**src/rtl/alu_seq.sv**
```systemverilog
// Sequential ALU with a start/ready/done handshake: single-cycle logic/add/sub,
// and an iterative shift-add multiplier that takes WIDTH cycles.
module alu_seq #(
    parameter int WIDTH = 8
) (
    input  logic                 clk,
    input  logic                 rst,
    input  logic                 op_start,
    input  logic [WIDTH-1:0]     A,
    input  logic [WIDTH-1:0]     B,
    input  logic [2:0]           opcode,
    output logic                 ready,
    output logic                 done,
    output logic                 err,
    output logic [2*WIDTH-1:0]   OUT
);

    localparam int RW    = 2 * WIDTH;
    localparam int CNT_W = $clog2(WIDTH) + 1;

    localparam logic [2:0] OP_ADD = 3'd0;
    localparam logic [2:0] OP_MUL = 3'd1;
    localparam logic [2:0] OP_OR  = 3'd2;
    localparam logic [2:0] OP_AND = 3'd3;
    localparam logic [2:0] OP_XOR = 3'd4;
    localparam logic [2:0] OP_SUB = 3'd5;

    typedef enum logic {
        IDLE = 1'b0,
        MULT = 1'b1
    } state_t;

    state_t             state;
    state_t             state_next;
    logic [CNT_W-1:0]   cnt;
    logic [RW-1:0]      mcand;
    logic [WIDTH-1:0]   mplier;
    logic [RW-1:0]      acc;
    logic [RW-1:0]      acc_next;
    logic [RW-1:0]      a_ext;
    logic [RW-1:0]      b_ext;
    logic [RW-1:0]      op_result;
    logic               op_rsv;
    logic               accept;
    logic               last_step;

    // Subtraction in the 2*WIDTH domain gives the two's-complement wrap for A<B.
    function automatic logic [RW-1:0] single_op(input logic [2:0] op,
                                               input logic [RW-1:0] a,
                                               input logic [RW-1:0] b);
        logic [RW-1:0] r;
        case (op)
            OP_ADD:  r = a + b;
            OP_OR:   r = a | b;
            OP_AND:  r = a & b;
            OP_XOR:  r = a ^ b;
            OP_SUB:  r = a - b;
            default: r = '0;
        endcase
        return r;
    endfunction

    assign a_ext     = {{WIDTH{1'b0}}, A};
    assign b_ext     = {{WIDTH{1'b0}}, B};
    assign op_result = single_op(opcode, a_ext, b_ext);
    assign op_rsv    = opcode[2] & opcode[1];
    assign ready     = (state == IDLE);
    assign accept    = ready & op_start;
    assign last_step = (state == MULT) && (cnt == CNT_W'(WIDTH - 1));

    // Multiplicand shifts left and multiplier shifts right each step, so bit 0 of
    // mplier is always the current multiplier bit and mcand is already aligned.
    assign acc_next  = mplier[0] ? (acc + mcand) : acc;

    always_ff @(posedge clk or posedge rst) begin
        if (rst) begin
            state <= IDLE;
        end else begin
            state <= state_next;
        end
    end

    always_comb begin
        state_next = state;
        case (state)
            IDLE: if (accept && opcode == OP_MUL) state_next = MULT;
            MULT: if (last_step)                  state_next = IDLE;
            default: state_next = IDLE;
        endcase
    end

    always_ff @(posedge clk or posedge rst) begin
        if (rst) begin
            cnt    <= '0;
            mcand  <= '0;
            mplier <= '0;
            acc    <= '0;
            OUT    <= '0;
            done   <= 1'b0;
            err    <= 1'b0;
        end else begin
            done <= 1'b0;
            if (state == IDLE) begin
                if (accept) begin
                    if (opcode == OP_MUL) begin
                        cnt    <= '0;
                        acc    <= '0;
                        mcand  <= a_ext;
                        mplier <= B;
                    end else begin
                        OUT  <= op_result;
                        err  <= op_rsv;
                        done <= 1'b1;
                    end
                end
            end else begin
                acc    <= acc_next;
                mcand  <= mcand << 1;
                mplier <= mplier >> 1;
                cnt    <= cnt + CNT_W'(1);
                if (last_step) begin
                    OUT  <= acc_next;
                    err  <= 1'b0;
                    done <= 1'b1;
                end
            end
        end
    end

endmodule

```
**config.mk**
```make
export PLATFORM = sky130hd
export DESIGN_NAME = alu_seq
export DESIGN_NICKNAME = d
export VERILOG_FILES = /design/src/rtl/alu_seq.sv
export SDC_FILE = /design/constraint.sdc
export NUM_CORES = 1
export LEC_CHECK = 0
export ABC_AREA = 0
export CORE_MARGIN = 1
export CORE_UTILIZATION = 56
export DETAILED_ROUTE_END_ITERATION = 8
export PLACE_DENSITY = 0.84
export SYNTH_ARGS = -nofsm -noshare
export SYNTH_HDL_FRONTEND = slang
export SYNTH_SLANG_ARGS = --single-unit
```
**constraint.sdc**
```tcl
create_clock -name clk -period 4.15 [get_ports clk]
set_input_delay 0.6225 -clock clk [delete_from_list [all_inputs] [get_ports clk]]
set_output_delay 0.6225 -clock clk [all_outputs]
set_load 0.03 [all_outputs]
```
==> results.toml, run 1 <==
[place]
pre_cts_ws_ps = 966
dp.cells = 712
place_hpwl_mm = 9.57
io_buffers = 40
placed_area_mm2 = 0.00532
gp_congestion = 0.970

[die]
die_area_mm2 = 0.00910
io-pin-count = 41
die_h_um = 95.4
rows = 33
start_util_pct = 58.6
core_area_mm2 = 0.00834
die_x_um = 95.4

[hold_path]
holdPathStages = 2
hold_path_class = "reg2reg"
min_from = "mplier[7]$_DFFE_PP0P_"
worst_hold_path.endpoint = "mplier[6]$_DFFE_PP0P_"

[clocking]
cts_setup_buffers = 0
cts_hold_buf = 0
numCtsBuffers = 9
clk_pin_slew_ps = 80
clockRootBuffer = "clkbuf_8"
h-tree-depth = 3
cts_resized = 0
clk_latency_ps = 350
clock_path_buffers = 2
cts_sinks = 63
cts_tree = "done"

[setup_path]
worstPathRequired_ps = 4410
critPathArrivalTime_ps = 3130
r2r_cells = 8
worst-path-max-fanout = 4
cpPeakStageDelay_ps = 420
crit_path_end_kind = "register"
path_cells = "clkdlybuf4s50_1, inv_1, ha_1, inv_1, fa_1, nor2b_1, o311a_1, o31a_1, o21ai_2, o22ai_1, a31oi_1"
path_class = "in2reg"
r2r-start = "mcand[0]$_DFFE_PP0P_"
slowest_stage = "clkdlybuf4s50_1"
r2r_slack_ps = 1640
crit_top_cell = "inv_1"
cp-start-kind = "input pin"
reg2reg_to = "OUT[12]$_DFFE_PP0P_"

[drt]
routed_via_density = 6.23
drcViolationCount = 0
first_pass_iters = 5
drt-wirelength-per-cell_um = 17.5
wl_mm = 12.7
drtAntennaViolNets = 0
drt_iter0_markers = 500
via_count = 4532

[layout]
layout.nets = 685
final_cell_mix = "nand2_1, dfrtp_1, nor2_1"
final_common_cell = "nand2_1"
nFillCells = 746
instances_no_fill = 728
layout-drive-gt1-share_pct = 7.87
design_area_mm2 = 0.00548
antenna_cells = 0
syn2layout_area_growth_pct = 12.2

[power_and_ir_drop]
ir_drop_mv = 0.292
power.leakage_uw = 0.00253
clock_power_share_pct = 14.5
sequentialPowerShare_pct = 33.0
power_switching_uw = 1530
p_int_uw = 1740
cellPowerDensity_mw_per_mm2 = 596
combPwrFrac_pct = 52.4
switching_share_pct = 46.8

[sta]
hold_viol_final = 0
finalSetupViolCount = 0
worst_slew_margin_rel_pct = 55.5
worstMarginPinSlew_ps = 664
setup_ws_ps = 1280
fin_crit_ps = 2870
slew_viol_final = 0
final.setup.tns_ps = 0
max_freq_mhz = 348
rsz0062_at_grt = "no"
timing.final.crit_share_pct = 69.2
clock-skew-final_ps = 13.8

[logic_synthesis]
seq_area_frac_synth_pct = 32.3
ys_types = 75
synth_ff_type = "dfrtp_1"
ys_ff_latch = 63
async_flop_share_pct = 100
ys_warn_count = 0
synth_nets = 655
synth_area_per_cell_um2 = 8.31
netlist_instances = 588
syn_area_mm2 = 0.00489
synth_edf_count = 0

[global_routing]
grt_start_max_net_pins = 72
antenna_found_initial = 0
grt.total_usage_pct = 30.1
grt_pass1_wl_mm = 20.9
grt.overflow.total = 0
grt_pass1_vias = 4166

[run]
cap_viol_max_count = 0

[status]
status = "completed"
final cells by class:
cell class,instances,area [µm²],area share (%)
multi-input combinational,463,3020,55.1
sequential,63,1580,28.8
clock buffer,11,131,2.40
tap,105,131,2.40
clock inverter,5,35.0,0.639
timing repair buffer,48,460,8.40
inverter,33,124,2.26
metrics by stage:
step	total power [µW]	util (%)	hold slack [ps]
5_1_grt	3490	65.7	525
3_5_place_dp	2780	63.7	480
2_1_floorplan	2300	-	450
3_3_place_gp	2710	63.7	465
6_report	3260	65.7	492
4_1_cts	3250	65.7	496
state kept, by name, indices dropped and copies added, names as in the netlist:
register,cells
mplier,8
err,1
mcand,16
state,1
OUT,16
done,1
cnt,4
acc,16
worst max path at each step:
stage	from	to
6_report	A[0]	OUT[12]$_DFFE_PP0P_
5_1_grt	A[0]	OUT[12]$_DFFE_PP0P_
4_1_cts	A[0]	OUT[12]$_DFFE_PP0P_
3_5_place_dp	A[0]	OUT[12]$_DFFE_PP0P_
3_3_place_gp	A[0]	OUT[12]$_DFFE_PP0P_
2_1_floorplan	A[0]	OUT[12]$_DFFE_PP0P_
critical path: cells and delay by family:
| family | cells | cell delay, ps |
|---|---|---|
| compound gates | 5 | 1170 |
| buf+inv | 3 | 590 |
| simple gates | 1 | 150 |
| fa+ha+maj | 2 | 570 |
power by group through the flow:
stage	Clock [µW]	Combinational, µW	Sequential (µW)
2_1_floorplan	0	1140	1160
3_3_place_gp	0	1640	1070
3_5_place_dp	0	1690	1080
4_1_cts	478	1700	1070
5_1_grt	509	1870	1110
6_report	475	1710	1080
synthesized netlist by cell type, types with 9 or more instances:
cell	instances	share of area [%]
nor2_1	57	4.4
inv_1	32	2.5
clkbuf_1	15	1.2
nand2_1	76	5.8
a21oi_1	49	5.0
dfrtp_1	63	32
o211ai_1	12	1.8
a21o_1	9	1.4
nor3_1	9	0.92
o21ai_0	52	5.3
ha_1	42	11
routing by layer:
layer	track usage (%)	share of wire [%]	wire, µm	up-vias
li1	-	-	-	2172
met1	43.1	46	5820	2178
met2	46.7	47	5980	157
met3	5.10	5.7	728	25
met4	8.46	1.6	202	0
met5	0	0	0	-
kinds of logic (layout without fill, tap and decap cells):
logic type / Yosys count / after routing / share of synthesized area, %
buf+inv: 62 / 97 / 5.89
fa+ha+maj: 45 / 45 / 12.0
xor+xnor: 7 / 7 / 1.25
compound gates: 198 / 198 / 26.7
flops: 63 / 63 / 32.3
mux: 13 / 13 / 2.79
simple gates: 200 / 200 / 19.1
No activity file was read; power rests on OpenSTA's default activity.
==> inputs of run 2 (changes only) <==
--- a/config.mk
+++ b/config.mk
@@ -7,7 +7,7 @@
 export LEC_CHECK = 0
 export ABC_AREA = 0
 export CORE_MARGIN = 1
-export CORE_UTILIZATION = 56
+export CORE_UTILIZATION = 53
 export DETAILED_ROUTE_END_ITERATION = 8
 export PLACE_DENSITY = 0.84
 export SYNTH_ARGS = -nofsm -noshare
==> constraint.sdc (replaced) <==
create_clock -name clk -period 2.58 [get_ports clk]
set_input_delay 0.387 -clock clk [delete_from_list [all_inputs] [get_ports clk]]
set_output_delay 0.387 -clock clk [all_outputs]
set_load 0.03 [all_outputs]
==> results.toml, run 2 (synthesis gave the netlist of run 1 again) <==
[clocking]
cts_hold_buf = 0
cts_tree = "done"
clockRootBuffer = "clkbuf_8"
clk_latency_ps = 350
h-tree-depth = 3
clock_path_buffers = 2
numCtsBuffers = 9
cts_sinks = 63
clk_pin_slew_ps = 70

[hold_path]
hold_path_class = "in2async"

[setup_path]
r2r_slack_ps = 130
crit_path_end_kind = "register"
path_cells = "ha_1, fa_1, a21o_1, a31o_2, a211o_1, a32o_1, nor2_1, o22ai_1"
worst-path-max-fanout = 3
critPathArrivalTime_ps = 2680
reg2reg_to = "OUT[6]$_DFFE_PP0P_"
cp-start-kind = "register"
path_class = "reg2reg"
setup.worst_path.start = "mcand[0]$_DFFE_PP0P_"
critPathCapture = "OUT[6]$_DFFE_PP0P_"
r2r_cells = 8
worstPathRequired_ps = 2810
cpPeakStageDelay_ps = 430
slowest_stage = "fa_1"
r2r-start = "mcand[0]$_DFFE_PP0P_"

[status]
status = "completed"

[layout]
design_area_mm2 = 0.00580
nFillCells = 759
seq_area_mm2 = 0.00158
final_cell_mix = "nand2_1, dfrtp_1, nor2_1"
multi_input_area_mm2 = 0.00303
final_common_cell = "nand2_1"
top_regs = "OUT x16, acc x16, mcand x16"
layout-drive-gt1-share_pct = 13.9
antenna_cells = 0
syn2layout_area_growth_pct = 18.8
layout.nets = 723

[sta]
worst_slew_margin_rel_pct = 62.1
rsz0062_at_grt = "no"
clock-skew-final_ps = 7.05
timing.final.crit_share_pct = 94.9
slew_viol_final = 0
final.setup.tns_ps = 0
finalSetupViolCount = 0
fin_crit_ps = 2450
hold_viol_final = 0
holdWs_ps = 373
worstMarginPinSlew_ps = 564
max_freq_mhz = 408

[die]
die_area_mm2 = 0.00961
rows = 34
die_x_um = 98.0
core_area_mm2 = 0.00881
die_h_um = 98.0
start_util_pct = 55.5
io-pin-count = 41

[global_routing]
grt_pass1_wl_mm = 21.7
antenna_found_initial = 0
grt_pass1_vias = 4604
grt.overflow.total = 0
grt.total_usage_pct = 28.4
grt_start_max_net_pins = 44

[drt]
wl_mm = 13.1
drt_iter0_markers = 266
drt-wirelength-per-cell_um = 17.0
drcViolationCount = 0
first_pass_iters = 5
via_count = 4699
drtAntennaViolNets = 0
routed_via_density = 6.11

[run]
cap_viol_max_count = 0

[power_and_ir_drop]
cellPowerDensity_mw_per_mm2 = 918
ir_drop_mv = 0.394
power.leakage_uw = 0.00274

[place]
placed_area_mm2 = 0.00562
place_hpwl_mm = 10.1
gp_congestion = 0.970
io_buffers = 40
==> run 2: through the flow <==
step | power [µW] | utilization [%] | setup slack, ps | instances
floorplan | 3710 | - | 359 | 588
global placement | 4460 | 63.8 | -199 | 752
detailed placement | 4560 | 63.8 | -246 | 752
CTS | 5300 | 65.6 | 100 | 768
global route | 5690 | 65.9 | 31.1 | 769
finish | 5330 | 65.9 | 131 | 769
==> run 2: how the worst min path moves through the flow <==
stage,cells after the start,end,from,slack [ps]
after floorplan,2,mplier[6]$_DFFE_PP0P_,mplier[7]$_DFFE_PP0P_,450
after global placement,2,mplier[6]$_DFFE_PP0P_,mplier[7]$_DFFE_PP0P_,460
after detailed placement,2,OUT[1]$_DFFE_PP0P_,OUT[1]$_DFFE_PP0P_,470
after CTS,2,mcand[6]$_DFFE_PP0P_,rst,390
after global routing,2,acc[7]$_DFFE_PP0P_,rst,410
final,2,acc[7]$_DFFE_PP0P_,rst,370
==> run 2: area by class of cell <==
class                           instances  area share (%)
Multi-Input combinational cell        463            52.3
Sequential cell                        63            27.2
Timing Repair Buffer                   86            13.4
Clock buffer                           12            2.33
Tap cell                              108            2.33
Inverter                               33            2.13
Clock inverter                          4           0.388
==> run 2: critical path: cells and delay by family, from the launching register on <==
family | cells | cell delay [ps]
compound gates | 5 | 1110
fa+ha+maj | 2 | 690
flops | 1 | 420
simple gates | 1 | 110
==> run 2: routing by layer <==
metal / global-route usage (%) / routed length, µm / share of wire, %
met1: 34.7 / 5500 / 42
met2: 49.3 / 6440 / 49
met3: 3.22 / 744 / 5.7
met4: 15.0 / 417 / 3.2
met5: 0 / 0 / 0
==> run 2: where the power goes <==
part	total, µW	internal (µW)	leakage (µW)	switching (µW)
Combinational	2860	1180	0.00183	1680
Clock	725	344	0.0000801	381
Sequential	1740	1380	0.000828	362
Total	5330	2900	0.00274	2430
==> run 2: repair_timing <==
item / CTS / global route
gates resized for setup: 0 / 8
endpoints found under the setup margin: 0 / 5
buffers inserted: 0 / 1
endpoints found under the hold margin: 0 / 0
==> inputs of run 3 (changes only) <==
--- a/config.mk
+++ b/config.mk
@@ -13,3 +13,4 @@
 export SYNTH_ARGS = -nofsm -noshare
 export SYNTH_HDL_FRONTEND = slang
 export SYNTH_SLANG_ARGS = --single-unit
+export TNS_END_PERCENT = 50
==> results of run 3 <==
Final layout, timing and power as in run 2 (identical DEF).
